===== config.mk =====
export PLATFORM = sky130hd
export DESIGN_NAME = mem_port_arbiter_flat
export DESIGN_NICKNAME = d
export VERILOG_FILES = /design/src/rtl/mem_port_arbiter_pkg.sv /design/src/rtl/mem_port_arbiter_if.sv /design/src/rtl/mem_port_arbiter_rr_arb2.sv /design/src/rtl/mem_port_arbiter.sv /design/src/flat_wrapper.sv
export SDC_FILE = /design/constraint.sdc
export NUM_CORES = 1
export LEC_CHECK = 0
export BUFFER_PORTS_ARGS = -buffer_cell sky130_fd_sc_hd__buf_2
export CELL_PAD_IN_SITES_DETAIL_PLACEMENT = 1
export CELL_PAD_IN_SITES_GLOBAL_PLACEMENT = 1
export CORE_AREA = 3 3 191 193
export DETAILED_ROUTE_END_ITERATION = 12
export DIE_AREA = 0 0 194 196
export GPL_TIMING_DRIVEN = 0
export PLACE_DENSITY_LB_ADDON = 0.1
export SYNTH_ARGS = -nofsm -noshare
export SYNTH_HDL_FRONTEND = slang
export SYNTH_SLANG_ARGS = --single-unit

===== constraint.sdc =====
create_clock -name clk -period 4.39 [get_ports clk]
set_clock_uncertainty 0.2 [all_clocks]
set_input_delay 0.2195 -clock clk [delete_from_list [all_inputs] [get_ports clk]]
set_output_delay 0.2195 -clock clk [all_outputs]
set_load 0.01 [all_outputs]

===== src/rtl/mem_port_arbiter_pkg.sv =====
// Shared types and default widths for the IF/LS memory port arbiter.
package mem_arb_pkg;

  localparam int ADDR_W  = 64;
  localparam int DATA_W  = 64;
  localparam int INSTR_W = 32;

  typedef enum logic [1:0] {
    ST_IDLE = 2'd0,
    ST_REQ  = 2'd1,
    ST_RSP  = 2'd2
  } arb_state_t;

  // Owner value doubles as the bit index into the req/grant vectors.
  typedef enum logic {
    OWN_IF = 1'b0,
    OWN_LS = 1'b1
  } owner_t;

endpackage


===== src/rtl/mem_port_arbiter_if.sv =====
// Bundle of the IF, LS and shared memory port handshakes around the arbiter.
interface mem_port_arbiter_if #(
  parameter int ADDR_W  = mem_arb_pkg::ADDR_W,
  parameter int DATA_W  = mem_arb_pkg::DATA_W,
  parameter int INSTR_W = mem_arb_pkg::INSTR_W
);
  logic               if_req_valid;
  logic               if_req_ready;
  logic [ADDR_W-1:0]  if_addr;
  logic               if_rsp_valid;
  logic [INSTR_W-1:0] if_rsp_data;

  logic               ls_req_valid;
  logic               ls_req_ready;
  logic               ls_we;
  logic [ADDR_W-1:0]  ls_addr;
  logic [DATA_W-1:0]  ls_wdata;
  logic               ls_rsp_valid;
  logic [DATA_W-1:0]  ls_rsp_data;

  logic               mem_req_valid;
  logic               mem_req_ready;
  logic               mem_we;
  logic [ADDR_W-1:0]  mem_addr;
  logic [DATA_W-1:0]  mem_wdata;
  logic               mem_rsp_valid;
  logic [DATA_W-1:0]  mem_rsp_data;

  // Arbiter view.
  modport master (
    input  if_req_valid, if_addr,
    input  ls_req_valid, ls_we, ls_addr, ls_wdata,
    input  mem_req_ready, mem_rsp_valid, mem_rsp_data,
    output if_req_ready, if_rsp_valid, if_rsp_data,
    output ls_req_ready, ls_rsp_valid, ls_rsp_data,
    output mem_req_valid, mem_we, mem_addr, mem_wdata
  );

  // Core + memory view.
  modport slave (
    output if_req_valid, if_addr,
    output ls_req_valid, ls_we, ls_addr, ls_wdata,
    output mem_req_ready, mem_rsp_valid, mem_rsp_data,
    input  if_req_ready, if_rsp_valid, if_rsp_data,
    input  ls_req_ready, ls_rsp_valid, ls_rsp_data,
    input  mem_req_valid, mem_we, mem_addr, mem_wdata
  );

endinterface


===== src/rtl/mem_port_arbiter_rr_arb2.sv =====
// Two-input arbiter, bit 0 = IF, bit 1 = LS. Round robin by default;
// ARB_LS_PRIORITY_EN switches to fixed LS priority.
module rr_arb2
  import mem_arb_pkg::*;
(
  input  logic       clk,
  input  logic       rst_n,
  input  logic [1:0] req,
  input  logic       update,
  output logic [1:0] grant
);

`ifdef ARB_LS_PRIORITY_EN
  logic unused_rr;
  assign unused_rr = update ^ clk ^ rst_n;

  always_comb begin
    grant = req;
    if (req[OWN_LS]) grant = 2'b10;
  end
`else
  owner_t last_grant;

  // On a tie the side that did not win last time goes next.
  always_comb begin
    grant = req;
    if (&req) grant = (last_grant == OWN_LS) ? 2'b01 : 2'b10;
  end

  always_ff @(posedge clk or negedge rst_n) begin
    if (!rst_n)      last_grant <= OWN_LS;
    else if (update) last_grant <= grant[OWN_LS] ? OWN_LS : OWN_IF;
  end
`endif

endmodule


===== src/rtl/mem_port_arbiter.sv =====
// Shares one 64-bit memory port between IF and LS, one transaction in flight.
// Tie policy set by ARB_LS_PRIORITY_EN inside rr_arb2 (round robin when undefined).
module mem_port_arbiter
  import mem_arb_pkg::*;
#(
  parameter int ADDR_W  = mem_arb_pkg::ADDR_W,
  parameter int DATA_W  = mem_arb_pkg::DATA_W,
  parameter int INSTR_W = mem_arb_pkg::INSTR_W
) (
  input logic               clk,
  input logic               rst_n,
  mem_port_arbiter_if.master bus
);

  arb_state_t         state;
  owner_t             owner;
  logic [1:0]         req, grant;
  logic               accept;
  logic               mem_req_valid_q, mem_we_q;
  logic [ADDR_W-1:0]  mem_addr_q;
  logic [DATA_W-1:0]  mem_wdata_q;
  logic               if_rsp_valid_q, ls_rsp_valid_q;
  logic [INSTR_W-1:0] if_rsp_data_q;
  logic [DATA_W-1:0]  ls_rsp_data_q;

  // Requests are only visible to the arbiter while idle and out of reset,
  // so both readies read 0 during reset and while busy.
  assign req = (rst_n && state == ST_IDLE) ? {bus.ls_req_valid, bus.if_req_valid} : 2'b00;

  rr_arb2 u_arb (
    .clk    (clk),
    .rst_n  (rst_n),
    .req    (req),
    .update (accept),
    .grant  (grant)
  );

  assign accept           = |grant;
  assign bus.if_req_ready = grant[OWN_IF];
  assign bus.ls_req_ready = grant[OWN_LS];

  always_ff @(posedge clk or negedge rst_n) begin
    if (!rst_n) begin
      state           <= ST_IDLE;
      owner           <= OWN_IF;
      mem_req_valid_q <= 1'b0;
      mem_we_q        <= 1'b0;
      mem_addr_q      <= '0;
      mem_wdata_q     <= '0;
      if_rsp_valid_q  <= 1'b0;
      ls_rsp_valid_q  <= 1'b0;
      if_rsp_data_q   <= '0;
      ls_rsp_data_q   <= '0;
    end else begin
      if_rsp_valid_q <= 1'b0;
      ls_rsp_valid_q <= 1'b0;
      case (state)
        ST_IDLE: if (accept) begin
          owner           <= grant[OWN_LS] ? OWN_LS : OWN_IF;
          mem_we_q        <= grant[OWN_LS] & bus.ls_we;
          mem_addr_q      <= grant[OWN_LS] ? bus.ls_addr : bus.if_addr;
          mem_wdata_q     <= grant[OWN_LS] ? bus.ls_wdata : '0;
          mem_req_valid_q <= 1'b1;
          state           <= ST_REQ;
        end
        ST_REQ: if (bus.mem_req_ready) begin
          mem_req_valid_q <= 1'b0;
          state           <= ST_RSP;
        end
        ST_RSP: if (bus.mem_rsp_valid) begin
          // IF word picks its little-endian 32-bit lane by the latched addr[2].
          if (owner == OWN_IF) begin
            if_rsp_data_q  <= mem_addr_q[2] ? bus.mem_rsp_data[DATA_W-1 -: INSTR_W]
                                            : bus.mem_rsp_data[INSTR_W-1:0];
            if_rsp_valid_q <= 1'b1;
          end else begin
            ls_rsp_data_q  <= bus.mem_rsp_data;
            ls_rsp_valid_q <= 1'b1;
          end
          state <= ST_IDLE;
        end
        default: state <= ST_IDLE;
      endcase
    end
  end

  assign bus.mem_req_valid = mem_req_valid_q;
  assign bus.mem_we        = mem_we_q;
  assign bus.mem_addr      = mem_addr_q;
  assign bus.mem_wdata     = mem_wdata_q;
  assign bus.if_rsp_valid  = if_rsp_valid_q;
  assign bus.if_rsp_data   = if_rsp_data_q;
  assign bus.ls_rsp_valid  = ls_rsp_valid_q;
  assign bus.ls_rsp_data   = ls_rsp_data_q;

endmodule


===== src/flat_wrapper.sv =====
// flat-port wrapper written by rule: the top's interface ports become plain ports
module mem_port_arbiter_flat import mem_arb_pkg::*;
#(
  parameter int ADDR_W  = mem_arb_pkg::ADDR_W,
  parameter int DATA_W  = mem_arb_pkg::DATA_W,
  parameter int INSTR_W = mem_arb_pkg::INSTR_W
)
  (clk, rst_n, bus_if_req_valid, bus_if_addr, bus_ls_req_valid, bus_ls_we, bus_ls_addr, bus_ls_wdata, bus_mem_req_ready, bus_mem_rsp_valid, bus_mem_rsp_data, bus_if_req_ready, bus_if_rsp_valid, bus_if_rsp_data, bus_ls_req_ready, bus_ls_rsp_valid, bus_ls_rsp_data, bus_mem_req_valid, bus_mem_we, bus_mem_addr, bus_mem_wdata);
  mem_port_arbiter_if #(.ADDR_W(ADDR_W), .DATA_W(DATA_W), .INSTR_W(INSTR_W)) bus_i ();
  input logic clk;
  input logic rst_n;
  input wire logic [$bits(bus_i.if_req_valid)-1:0] bus_if_req_valid;
  input wire logic [$bits(bus_i.if_addr)-1:0] bus_if_addr;
  input wire logic [$bits(bus_i.ls_req_valid)-1:0] bus_ls_req_valid;
  input wire logic [$bits(bus_i.ls_we)-1:0] bus_ls_we;
  input wire logic [$bits(bus_i.ls_addr)-1:0] bus_ls_addr;
  input wire logic [$bits(bus_i.ls_wdata)-1:0] bus_ls_wdata;
  input wire logic [$bits(bus_i.mem_req_ready)-1:0] bus_mem_req_ready;
  input wire logic [$bits(bus_i.mem_rsp_valid)-1:0] bus_mem_rsp_valid;
  input wire logic [$bits(bus_i.mem_rsp_data)-1:0] bus_mem_rsp_data;
  output wire logic [$bits(bus_i.if_req_ready)-1:0] bus_if_req_ready;
  output wire logic [$bits(bus_i.if_rsp_valid)-1:0] bus_if_rsp_valid;
  output wire logic [$bits(bus_i.if_rsp_data)-1:0] bus_if_rsp_data;
  output wire logic [$bits(bus_i.ls_req_ready)-1:0] bus_ls_req_ready;
  output wire logic [$bits(bus_i.ls_rsp_valid)-1:0] bus_ls_rsp_valid;
  output wire logic [$bits(bus_i.ls_rsp_data)-1:0] bus_ls_rsp_data;
  output wire logic [$bits(bus_i.mem_req_valid)-1:0] bus_mem_req_valid;
  output wire logic [$bits(bus_i.mem_we)-1:0] bus_mem_we;
  output wire logic [$bits(bus_i.mem_addr)-1:0] bus_mem_addr;
  output wire logic [$bits(bus_i.mem_wdata)-1:0] bus_mem_wdata;
  assign bus_i.if_req_valid = bus_if_req_valid;
  assign bus_i.if_addr = bus_if_addr;
  assign bus_i.ls_req_valid = bus_ls_req_valid;
  assign bus_i.ls_we = bus_ls_we;
  assign bus_i.ls_addr = bus_ls_addr;
  assign bus_i.ls_wdata = bus_ls_wdata;
  assign bus_i.mem_req_ready = bus_mem_req_ready;
  assign bus_i.mem_rsp_valid = bus_mem_rsp_valid;
  assign bus_i.mem_rsp_data = bus_mem_rsp_data;
  assign bus_if_req_ready = bus_i.if_req_ready;
  assign bus_if_rsp_valid = bus_i.if_rsp_valid;
  assign bus_if_rsp_data = bus_i.if_rsp_data;
  assign bus_ls_req_ready = bus_i.ls_req_ready;
  assign bus_ls_rsp_valid = bus_i.ls_rsp_valid;
  assign bus_ls_rsp_data = bus_i.ls_rsp_data;
  assign bus_mem_req_valid = bus_i.mem_req_valid;
  assign bus_mem_we = bus_i.mem_we;
  assign bus_mem_addr = bus_i.mem_addr;
  assign bus_mem_wdata = bus_i.mem_wdata;
  mem_port_arbiter #(.ADDR_W(ADDR_W), .DATA_W(DATA_W), .INSTR_W(INSTR_W)) u_core (.clk(clk), .rst_n(rst_n), .bus(bus_i));
endmodule

; ---- After elaboration in Yosys (flattened, before gate mapping)
; Index checks and enable logic that the tools add are counted.
[op_classes]
eq_ne = 5
n_reduce_logical = 10
muxes = 20
bitwise = 2
[op_table]
columns = op, n
row1 = 64-bit 2-to-1 mux, 2
row2 = 32-bit 2-to-1 mux, 1
row3 = 2-bit 2-to-1 mux, 6
row4 = 3-bit AND reduction, 4
row5 = 1-bit 2-to-1 mux, 9
row6 = 2-bit case mux with 3 select lines, 1
row7 = "2-bit inequality test, second input constant", 2
row8 = 2-bit AND reduction, 2
row9 = "2-bit by 1-bit equality test with 1-bit output, second input constant", 1
row10 = "2-bit equality test, second input constant", 1
row11 = 2-bit zero test, 1
row12 = "2-bit by 1-bit inequality test with 1-bit output, second input constant", 1
row13 = 1-bit case mux with 2 select lines, 1
row14 = 2-bit nonzero test, 1
row15 = 2-bit OR reduction, 1
row16 = 1-bit bitwise AND, 1
row17 = 1-bit logical AND, 1
row18 = 1-bit NOT, 1
[word_totals]
reg_bits = 232
inputBits = 263
output_inout_bits = 230

; ---- Depth between registers and ports, before layout
[logic_depth]
word_depth = 8
depth_mapped = 6

; ---- By module
; A second synthesis with hierarchy kept.
[unflattened]
cells_unflattened = 741
area_unflattened_um2 = 9809.4
[by_module_without_submodules]
columns = mod, cells_each, instances, seq_area_each_um2, area_each_um2
row1 = mem_port_arbiter, 736, 1, 5780.5, 9745.6
row2 = rr_arb2, 5, 1, 26.3, 63.8

; ---- Least setup slack after synthesis
; Ideal clock, no wire load.
[synth_timing]
path_kind = register to register
from = register u_core.state[0]
to = register u_core.mem_wdata_q[36], in the netlist u_core.bus.mem_wdata[36]
arrival_time_ps = 1470
slack_ps = 2653
setup_ps = 66
required_time_ps = 4124
period_less_slack_ps = 1737
path_stages_with_launch = 7
cell_sequence = dfrtp_1 -> or3b_1 -> buf_4 -> nor2_8 -> buf_6 -> buf_6 -> a22o_1
[synth_between]
elab_chain_len = 7
[synth_lines]
columns = element, line_no
row1 = "start, declared", mem_port_arbiter.sv:15  ; arb_state_t state;
row2 = "start signal, assigned", mem_port_arbiter.sv:44  ; state <= ST_IDLE;
row3 = "start signal, assigned", mem_port_arbiter.sv:64  ; state <= ST_REQ;
row4 = "start signal, assigned", mem_port_arbiter.sv:68  ; state <= ST_RSP;
row5 = 2-bit zero test (*), "mem_port_arbiter.sv:28, mem_port_arbiter.sv:57"
row6 = 1-bit logical AND, mem_port_arbiter.sv:28  ; assign req = (rst_n && state == ST_IDLE) ? {bus.ls_req_valid, bus.if_req_valid} : 2'b00;
row7 = 2-bit 2-to-1 mux, mem_port_arbiter.sv:28
row8 = 2-bit AND reduction, mem_port_arbiter_rr_arb2.sv:27  ; if (&req) grant = (last_grant == OWN_LS) ? 2'b01 : 2'b10;
row9 = 2-bit 2-to-1 mux, mem_port_arbiter_rr_arb2.sv:27
row10 = 2-bit OR reduction, mem_port_arbiter.sv:38  ; assign accept = |grant;
row11 = 2-bit AND reduction (no source line), -
row12 = "end signal, assigned", mem_port_arbiter.sv:62  ; mem_wdata_q <= grant[OWN_LS] ? bus.ls_wdata : '0;
row13 = "end, declared", mem_port_arbiter.sv:21  ; logic [DATA_W-1:0] mem_wdata_q;
; Every way passes the cells marked *; elsewhere a longest branch is shown, timed or not.
; A chain may end at the register's enable or synchronous reset.

; ---- Final worst setup path
[layout_timing]
from = input rst_n
to = register u_core.mem_addr_q[19], in the netlist u_core.bus.mem_addr[19]
[layout_between]
elab_chain_len = 6
[layout_lines]
columns = element, line_no
row1 = "start, declared", flat_wrapper.sv:11  ; input logic rst_n;
row2 = 1-bit logical AND (*), mem_port_arbiter.sv:28
row3 = 2-bit 2-to-1 mux (*), mem_port_arbiter.sv:28
row4 = 2-bit AND reduction, mem_port_arbiter_rr_arb2.sv:27
row5 = 2-bit 2-to-1 mux (*), mem_port_arbiter_rr_arb2.sv:27
row6 = 2-bit OR reduction, mem_port_arbiter.sv:38
row7 = 2-bit AND reduction (no source line), -
row8 = "end signal, assigned", mem_port_arbiter.sv:61  ; mem_addr_q <= grant[OWN_LS] ? bus.ls_addr : bus.if_addr;
row9 = "end, declared", mem_port_arbiter.sv:20  ; logic [ADDR_W-1:0] mem_addr_q;
; Marks and branches as above.

==> impl_metrics.csv <==
group,metric,value,unit
timing,finalMaxSlewViolations,0,
timing,setup_viol,0,
drt,drt_iter0_markers,292,
clocking,cts.sinks,232,
logic_synthesis,synth_fa_ha_area_share,0,%
setup_path,r2r_cells,6,
clocking,numCtsBuffers,28,
grt,grt_remaining_overflow,0,
layout,final_area,0.01635,mm2
grt,grt_pass1_wl,65670,um
logic_synthesis,synth_cell_types,29,
logic_synthesis,synth_edf_count,0,
die,start_util,27.63,%
setup_path,crit_family,"buffers and inverters",
logic_synthesis,synthCells,817,
drt,vias,9961,
die,die-area,0.03802,mm2
timing,fmax,315.5,MHz
drt,wl_per_cell,20.47,um
logic_synthesis,ys_seq_elements,232,
min_path,hp-class,"in -> async",
setup_path,rr_endpoint,"u_core.bus.mem_addr[19]$_DFFE_PN0P_",
setup_path,setup.worst_path.end,"u_core.bus.mem_addr[19]$_DFFE_PN0P_",
grt,top_usage_layer,"met2",
setup_path,endpoint_kind,"register",
clocking,path_clk_slew,0.06,ns
setup_path,crit_cells,9,
power,leakagePower,7.859,nW
logic_synthesis,yosys.area_share.simple,5.792,%
grt,grt_util_met2,38.94,%
logic_synthesis,synth_compound_area_share,18.90,%
timing,hold_viol,0,
setup_path,crit_path_frequent_cell,"dlygate4sd3_1",
clocking,clockBufferDepth,3,
logic_synthesis,synth_top_area_share,60.27,%
timing,finalCritPeriodShare,72.21,%
setup_path,crit_required,4.60,ns
power,finalPower,0.01066,W
power,power_density,652.0,mW/mm2
clocking,cts_tree,"done",
power,vdd_drop_max,0.2988,mV
grt,antenna_found_initial,6,
timing,finalCriticalPeriod,3.170,ns
layout,final_common_cell,"buf_2",
grt,grt_use_total,21.57,%
logic_synthesis,yosys.area_share.xor_xnor,0,%
setup_path,r2r_slack,1.49,ns
grt,grt_max_degree,109,
logic_synthesis,synth_nets,1080,
drt,wirelength,42720,um
placement,hpwl,29750,um
clocking,hold_buffers,264,
layout,final_cell_mix,"buf_2, dlygate4sd3_1, dfrtp_1",
setup_path,startpoint_type,"input port",
die,ios,493,
logic_synthesis,ys_seq_area_share,60.54,%
setup_path,critical_path_peak_fanout,78,
die,die_width,194,um
placement,port_buffers,492,
logic_synthesis,synthMuxAreaShare,10.85,%
drt,drc,0,
grt,first_global_vias,11227,
setup_path,critPathKind,"in -> reg",
setup_path,critPathSlowestCell,"dlygate4sd3_1",
setup_path,cpPeakStageDelay,0.61,ns
die,core,0.03471,mm2
logic_synthesis,synth_area,0.009592,mm2
clocking,root_buffer,"clkbuf_16",
placement,place_area,0.01269,mm2
logic_synthesis,synthFlopType,"dfrtp_1",
logic_synthesis,async_flop_share,100.0,%
layout,nNetsFinal,1868,
clocking,h-tree-depth,1,
drt,viasPerCell,4.773,
setup_path,crit_arrival,3.38,ns
logic_synthesis,ys_warn_count,0,
setup_path,crit_buf_inv,6,
drt,ant_nets,0,
outcome,status,"finished, final reports clean",
drt,drtPass1Iterations,4,
setup_path,r2r-start,"u_core.u_arb.last_grant$_DFFE_PN1P_",
timing,rsz0062_at_grt,"false",
clocking,ctsResizeCount,0,
job,maxCapViolations,0,
layout,drive_gt1_share,39.58,%
die,die_y,196,um
setup_path,crit_chain,"dlygate4sd3_1 -> buf_8 -> buf_16 -> nor3b_2 -> and2_1 -> buf_2 -> clkbuf_1 -> a31oi_1 -> dlygate4sd3_1",
grt,use_met1,25.64,%
timing,relSlewSlack,59.52,%
die,num_rows,68,
layout,area_growth,70.48,%
logic_synthesis,synth_top_family_by_area,"compound AO/OA/AOI/OAI gates",
clocking,worstSkewPairLatency,0.53,ns
grt,grtUsageMet3,4.551,%
placement,gp_congestion,0.8348,
timing,tightestPinTransition,0.6073,ns
clocking,cts_setup_buffers,0,
logic_synthesis,synthTopCellsByArea,"dfrtp_1, mux2_2, a22o_1",
logic_synthesis,synth_top_area_cell,"dfrtp_1",
logic_synthesis,avgSynthCellArea,11.74,um2
setup_path,crit_start,"rst_n",
-- cells by family after synthesis --
family	after synthesis
AO/OA/AOI/OAI	295
flip-flops	232
multiplexers	96
AND/OR/NAND/NOR	111
buffers and inverters	83
-- worst register-to-register path, delay by kind of cell, from the launching register on --
family,cells,cell delay [ns]
buffers and inverters,3,1.50
flip-flops,1,0.55
AO/OA/AOI/OAI,3,0.59
-- routing by layer --
| layer | routed length (um) | vias up |
|---|---|---|
| li1 | - | 4612 |
| met1 | 16940 | 4903 |
| met2 | 21740 | 358 |
| met3 | 2501 | 86 |
| met4 | 1528 | 2 |
| met5 | 13 | - |
-- layout make-up --
| cell class | count | area, um2 |
|---|---|---|
| buffer | 81 | 367.9 |
| tap | 455 | 569.3 |
| fill | 3914 | 18360 |
| inverter | 2 | 7.507 |
| multi-input combinational | 502 | 3410 |
| clock inverter | 8 | 118.9 |
| sequential | 232 | 5807 |
| timing repair buffer | 758 | 5187 |
| antenna | 5 | 12.51 |
| clock buffer | 44 | 872.1 |
-- report_power, final --
part / switching (W) / leakage [nW] / internal, W / total (W)
logic: 0.00234 / 4.58 / 0.00215 / 0.00449
clock network: 0.000918 / 0.492 / 0.00153 / 0.00245
registers: 0.000565 / 2.79 / 0.00316 / 0.00372
total: 0.00382 / 7.86 / 0.00684 / 0.0107
-- registers in the layout, summed over array words and instances, names as in the netlist --
signal / cells
u_core.bus.mem_we: 1
u_core.owner: 1
u_core.bus.if_rsp_data: 32
u_core.state: 2
u_core.bus.ls_rsp_data: 64
u_core.bus.mem_addr: 64
u_core.bus.ls_rsp_valid: 1
u_core.bus.mem_wdata: 64
u_core.bus.if_rsp_valid: 1
u_core.u_arb.last_grant: 1
u_core.bus.mem_req_valid: 1
-- synthesized netlist by cell type (5+ instances only) --
cell	count
a21oi_1	96
a22o_1	65
a31oi_1	64
buf_1	5
buf_2	30
clkbuf_1	42
dfrtp_1	231
mux2_2	64
mux2i_1	32
nand3_1	65
nor2_1	32
o21ai_0	66
-- per-stage QoR --
step           hold slack, ns  setup TNS, ns  cells  setup WS [ns]  util, %
2_1_floorplan         -0.2761              0    817          2.653        -
3_3_place_gp           0.2287        -700.03   1764         -2.397    36.36
5_1_grt               0.06433              0   2087         0.9829    47.11
4_1_cts               0.02724              0   2082          1.244    47.07
6_report              0.05250              0   2087          1.220    47.11
3_5_place_dp         -0.04556              0   1766          1.466    36.55
-- worst min path at each step --
stage                      startpoint                                endpoint  depth (start not counted)
detailed placement              rst_n  u_core.bus.ls_rsp_data[16]$_DFFE_PN0P_                          1
floorplan                       rst_n   u_core.bus.if_rsp_data[0]$_DFFE_PN0P_                          0
CTS                             rst_n  u_core.bus.ls_rsp_data[16]$_DFFE_PN0P_                          3
finish                          rst_n  u_core.bus.ls_rsp_data[16]$_DFFE_PN0P_                          3
global placement    bus_mem_req_ready             u_core.state[0]$_DFFE_PN0P_                          2
global route                    rst_n  u_core.bus.if_rsp_data[21]$_DFFE_PN0P_                          3
(Power assumes the default switching activity.)
